File: src/rtl/cov_readout.sv
// Snapshot-and-stream readout for a 4x4 covariance accumulator matrix.
// Optional macro COV_READOUT_UPPER_EN streams only the upper triangle (r<=c).
module cov_readout #(
  parameter int ENTRY_W = 64
) (
  input  logic                    clk,
  input  logic                    reset,
  input  logic                    start,
  input  logic [16*ENTRY_W-1:0]   matrix_in,
  output logic                    acc_clear,
  output logic                    busy,
  output logic                    m_valid,
  input  logic                    m_ready,
  output logic [ENTRY_W-1:0]      m_data,
  output logic [3:0]              m_index,
  output logic                    m_last,
  output logic                    overrun
);

  typedef enum logic {
    IDLE   = 1'b0,
    STREAM = 1'b1
  } state_t;

  localparam logic [3:0] FIRST_INDEX = 4'd0;
  localparam logic [3:0] LAST_INDEX  = 4'd15;

  state_t             state_reg, state_next;
  logic [ENTRY_W-1:0] snap_reg [16];
  logic [3:0]         index_reg, index_next;
  logic               acc_clear_reg;
  logic               overrun_reg;
  logic               capture;

  // Successor of an entry index within one frame.
  function automatic logic [3:0] step_index(input logic [3:0] idx);
`ifdef COV_READOUT_UPPER_EN
    // Skip the strictly-lower entries: row r restarts at column r.
    case (idx)
      4'd3:    step_index = 4'd5;
      4'd7:    step_index = 4'd10;
      4'd11:   step_index = 4'd15;
      default: step_index = idx + 4'd1;
    endcase
`else
    step_index = idx + 4'd1;
`endif
  endfunction

  always_ff @(posedge clk or posedge reset) begin
    if (reset) begin
      state_reg     <= IDLE;
      index_reg     <= FIRST_INDEX;
      acc_clear_reg <= 1'b0;
      overrun_reg   <= 1'b0;
    end else begin
      state_reg     <= state_next;
      index_reg     <= index_next;
      acc_clear_reg <= capture;
      if (state_reg == STREAM && start)
        overrun_reg <= 1'b1;
    end
  end

  // Snapshot bank decouples the stream from the live accumulator.
  always_ff @(posedge clk or posedge reset) begin
    if (reset) begin
      for (int i = 0; i < 16; i++)
        snap_reg[i] <= '0;
    end else if (capture) begin
      for (int i = 0; i < 16; i++)
        snap_reg[i] <= matrix_in[i*ENTRY_W +: ENTRY_W];
    end
  end

  always_comb begin
    state_next = state_reg;
    index_next = index_reg;
    capture    = 1'b0;
    busy       = 1'b0;
    m_valid    = 1'b0;
    m_data     = '0;
    m_index    = 4'd0;
    m_last     = 1'b0;
    case (state_reg)
      IDLE: begin
        if (start) begin
          capture    = 1'b1;
          index_next = FIRST_INDEX;
          state_next = STREAM;
        end
      end
      STREAM: begin
        busy    = 1'b1;
        m_valid = 1'b1;
        m_data  = snap_reg[index_reg];
        m_index = index_reg;
        m_last  = (index_reg == LAST_INDEX);
        if (m_ready) begin
          if (index_reg == LAST_INDEX) begin
            index_next = FIRST_INDEX;
            state_next = IDLE;
          end else begin
            index_next = step_index(index_reg);
          end
        end
      end
      default: begin
        state_next = IDLE;
        index_next = FIRST_INDEX;
      end
    endcase
  end

  assign acc_clear = acc_clear_reg;
  assign overrun   = overrun_reg;

endmodule

File: config.mk
export PLATFORM = sky130hd
export DESIGN_NAME = cov_readout
export DESIGN_NICKNAME = d
export VERILOG_FILES = /design/src/rtl/cov_readout.sv
export SDC_FILE = /design/constraint.sdc
export NUM_CORES = 2
export LEC_CHECK = 0
export ABC_AREA = 1
export CAP_MARGIN = 40
export CELL_PAD_IN_SITES_DETAIL_PLACEMENT = 1
export CELL_PAD_IN_SITES_GLOBAL_PLACEMENT = 1
export CORE_ASPECT_RATIO = 0.7
export CORE_MARGIN = 4
export CORE_UTILIZATION = 30
export CTS_CLUSTER_SIZE = 20
export DETAILED_ROUTE_END_ITERATION = 6
export MAX_ROUTING_LAYER = met4
export PLACE_DENSITY = 0.77
export SYNTH_ARGS = -nofsm -noshare
export SYNTH_HDL_FRONTEND = slang
export SYNTH_SLANG_ARGS = --single-unit
File: constraint.sdc
create_clock -name clk -period 59.2 [get_ports clk]
set_clock_uncertainty 0.15 [all_clocks]
set_input_delay 17.76 -clock clk [delete_from_list [all_inputs] [get_ports clk]]
set_output_delay 17.76 -clock clk [all_outputs]
set_load 0.01 [all_outputs]
==> Word-level counts from Yosys, hierarchy flattened <==
Index checks and enable logic that the tools add are counted.
{ "totals": {"out_inout_bits": 73, "word_cells": 45, "register_bits": 1031, "input_bits": 1028} }
{ "op_classes": {"n_addsub": 1, "muxes": 16, "n_eq_ne": 3, "bitwise_logic": 2, "reduce_logical": 2, "n_lt_le_gt_ge": 1} }
{ "ops": {"columns": ["cell", "n"], "rows": [
  ["binary-select mux 64 bit (select 4 bit)", 1],
  ["two-way mux 64 bit", 3],
  ["two-way mux 4 bit", 4],
  ["one-hot mux 4 bit (2 select lines)", 1],
  ["two-way mux 1 bit", 6],
  ["greater-or-equal comparator 5 bit (second input constant)", 1],
  ["inverter 4 -> 5 bit", 1],
  ["adder 4 x 1 -> 4 bit (second input constant)", 1],
  ["== test 4 bit (second input constant)", 1],
  ["inequality test 2 bit (second input constant)", 2],
  ["one-hot mux 1 bit (2 select lines)", 1],
  ["AND reduction 2 bit", 1],
  ["logical AND 1 bit", 1],
  ["inverter 1 bit", 1]
]} }

==> Depth between registers and ports, before layout <==
{ "logic_depth": {"ltp_word": 5, "ltp_mapped": 9, "mapped_depth_nobuf": 6} }

==> Least setup slack after synthesis <==
OpenSTA, ideal clock, no wires.
{ "synth_path": {"path_kind": "flip-flop to output port", "from": "register index_reg[0]", "to": "output port m_data[44]", "stages_incl_launch_ff": 10, "path_buffers": 4, "t_required_ps": 41290, "slack_ps": 39900, "arrival_ps": 1390, "path_cell_list": "dfrtp_1 buf_4 buf_6 buf_4 buf_4 nand2_1 nand2_1 nand3_1 nand3_1 a21oi_1"} }
{ "synth_via": {"elab_chain_cells": 5} }
{ "synth_lines": {"columns": ["element", "line", "rtl"], "rows": [
  ["start, declared", "30", "logic [3:0] index_reg, index_next;"],
  ["start signal, assigned", "58", "index_reg <= index_next;"],
  ["inverter 4 -> 5 bit (not written as such)", "96", "m_data = snap_reg[index_reg];"],
  ["binary-select mux 64 bit (select 4 bit)", "96", null],
  ["two-way mux 64 bit (not written as such) (2 in series)", "96", null],
  ["two-way mux 64 bit", "85", "case (state_reg)"],
  ["end, declared", "14", "output logic [ENTRY_W-1:0] m_data,"]
]} }
No other way between the ends. The select of a mux whose other input is x is not followed.

==> Worst setup path in the final report <==
{ "layout_path": {"from": "register index_reg[0]", "to": "output port m_data[40]"} }
The elaborated chain is that of the path after synthesis.

==> metrics <==
Post-synth top cells nand2_1, dfrtp_1, inv_1, o21ai_1, nand3_1; Seq pwr share between 30% and 40%; max-cap violations 0; Post-Layout Cell Count between 9000 and 10000; EDFF count, synth 0; CP Max Fanout 96; Die Height 351 um; Max Freq 0.0438 GHz; Max IR drop VDD between 0.03 and 0.04 mV; Syn. warnings 0; status finished, final reports clean; most numerous cell in the Yosys netlist nand2_1; sw frac 42.3%; Setup Viol. Count Final 0; first-pass GRT wire length 337000 um; unrepaired setup endpoints after global routing no; worst-skew pair later-pin latency roughly 0.75 ns; Largest register FFs roughly 1000; Final Slew Violations 0; Synth area leaders dfrtp_1, nand2_1, o21ai_1; normalized max-slew margin 5.17%; clock buffer depth 3; DP Wirelength 167000 um; GP Congestion 0.910; final worst path period need 22.85 ns; switching power between 1500 and 2000 uW; Slew @ Worst Pin roughly 1.4 ns; cts bufs inserted around 110; sequential share of the synthesized area around half; Synth top area share between 50 and 60%; Fin Setup TNS 0 ns; final hold vios 0; effective utilization at floorplan 30.3%; Async SR Flop Fraction 100%; Yosys reg bits 1031; postcts setup bufs 0; Syn-to-layout area delta 32.1%; Die Footprint 175000 sq um; Yosys cell types 22; die width 498 um; Fillers a little over 20000; Std-Cell Rows 125; Crit Path Category reg -> out; leakage power figure a little over 0.03 uW; drt wl/cell 23.1 um; prevailing post-synth register cell dfrtp_1; Via density 4.87; first-pass detailed-route iteration total 5; Synth area leader dfrtp_1; CTS tree done; layout cells sized above 1 3.72%; Overflow after GRT 0; H-Tree Depth 3; PnR worst setup slack approximately 36 ns; PortBufs 1100; IO Count 1101; worst hold path class reg -> reg; largest net degree at the start of global routing between 200 and 250; CP arrival 4.94 ns; mean area per synthesized cell 7.48 sq um; syn nets 7767; Place WS between 30 and 40 ns; clk slew on worst S/H paths 0.07 ns; Post-Syn Instances 6738; crit share post-route between 30 and 40%; DRC Markers 0; combinational power share roughly 46%; initial antenna violation count 63; Clock Sinks 1031; Clock Power Share 21.2%; ANT nets after route 0; Overall Global Routing Usage 26.3%; pwr/cell area 53.7 nW/um^2; hold-fix buffer count after cts 0; core region area between 150000 and 200000 sq um; First DRT Iteration DRCs 3648; Worst setup SP type flop; WL final about 230000 um; WP data required 41.29 ns; number of global-route vias before repair just over 50000; # resized after CTS 0; Mapped Area slightly above 50000 sq um; DR vias 48400; root buf cell clkbuf_16; Internal 2060 uW; nets@finish approximately 8600; DP Cell Count 9693; Critical Path End Type primary output
[worst max-delay path: stages (launching register included)]
cell and delay (ns):
dfrtp_4 0.64, inv_8 0.25, buf_16 0.38, buf_12 0.48, buf_4 0.76, nand2_1 0.10, nand3_1 0.13, nand3_1 0.22
nand3_1 0.23, a21oi_1 0.24, clkdlybuf4s50_1 0.58
[cell type report]
class,instances,area (sq um),share of cell area [%]
inverters,842,3210,4.82
repair buffers,1182,12000,18.1
clock buffers,155,3270,4.92
flip-flops and latches,1031,25800,38.8
well taps,2222,2780,4.18
multi-input cells,4416,18700,28.0
clock inverters,45,643,0.966
diodes,53,133,0.199
[cells in the final DEF, fill, tap and decap left out]
| cell type | instances |
|---|---|
| nand2_1 | 2447 |
| clkdlybuf4s50_1 | 1100 |
| dfrtp_1 | 1027 |
| inv_1 | 835 |
| o21ai_1 | 726 |
| nand3_1 | 702 |
| nor2_1 | 333 |
| o21ai_0 | 136 |
| clkbuf_16 | 109 |
| a21oi_1 | 66 |
| buf_4 | 55 |
| diode_2 | 53 |
| clkbuf_8 | 37 |
| clkinv_2 | 20 |
| buf_16 | 14 |
| bufinv_16 | 13 |
| buf_12 | 11 |
| clkbuf_1 | 9 |
| dfrtp_4 | 4 |
| inv_16 | 3 |
| inv_8 | 3 |
| inv_6 | 3 |
| clkinv_4 | 3 |
| clkinvlp_4 | 3 |
| inv_4 | 2 |
| buf_2 | 2 |
| nand2_8 | 1 |
| a21o_1 | 1 |
| o211ai_1 | 1 |
| a211oi_1 | 1 |
| o22ai_1 | 1 |
| ha_1 | 1 |
| clkinv_16 | 1 |
| clkinv_8 | 1 |
[path summary, 6_finish.rpt]
path	from	end	slack, ns	cells after the start
worst max-delay path	index_reg[0]	m_data[40]	36.35	10
worst min-delay path	snap_reg[324]	snap_reg[324]	0.33	2
min in group asynchronous	reset	snap_reg[40]	17.42	2
worst min register to register	snap_reg[324]	snap_reg[324]	0.33	2
max in group asynchronous	reset	index_reg[3]	36.76	7
worst max register to register	state_reg	snap_reg[6]	52.67	12
[kinds of logic (layout without fill, tap and decap cells)]
group                      count (synthesis)  count (layout)  synth area share (%)
buffers and inverters                   1291            2224                  11.8
adders and majority gates                  1               1                0.0248
other                                      0              53                     0
AOI/OAI and AO/OA                        932             932                  9.28
and+or+nand+nor                         3483            3483                  27.7
DFF                                     1031            1031                  51.2
[power groups by stage]
stage               clock network [uW]  registers, uW  logic (uW)
detailed placement                   0           1200        1640
global placement                     0           1180        1580
CTS                                772           1190        1650
finish                             757           1190        1630
global route                       802           1220        1810
floorplan                            0           1160         970
[routing by layer]
| metal | up-vias | wire [um] | global-route usage (%) |
|---|---|---|---|
| li1 | 22500 | - | - |
| met5 | - | 0 | - |
| met2 | 1320 | 114000 | 44.0 |
| met3 | 361 | 11300 | 4.47 |
| met4 | 0 | 9080 | 10.1 |
| met1 | 24200 | 95300 | 32.0 |
[metrics by stage]
stage          area [sq um]  power (uW)  utilization (%)  hold slack (ns)
6_report              66500        3570             40.0            0.329
3_5_place_dp          62500        2830             37.6            0.315
3_3_place_gp          62000        2760             37.2            0.313
5_1_grt               66500        3830             40.0            0.350
4_1_cts               66400        3610             39.9            0.332
2_1_floorplan         50400        2130                -            0.299
Note: power is estimated with default switching activity, not from simulation.
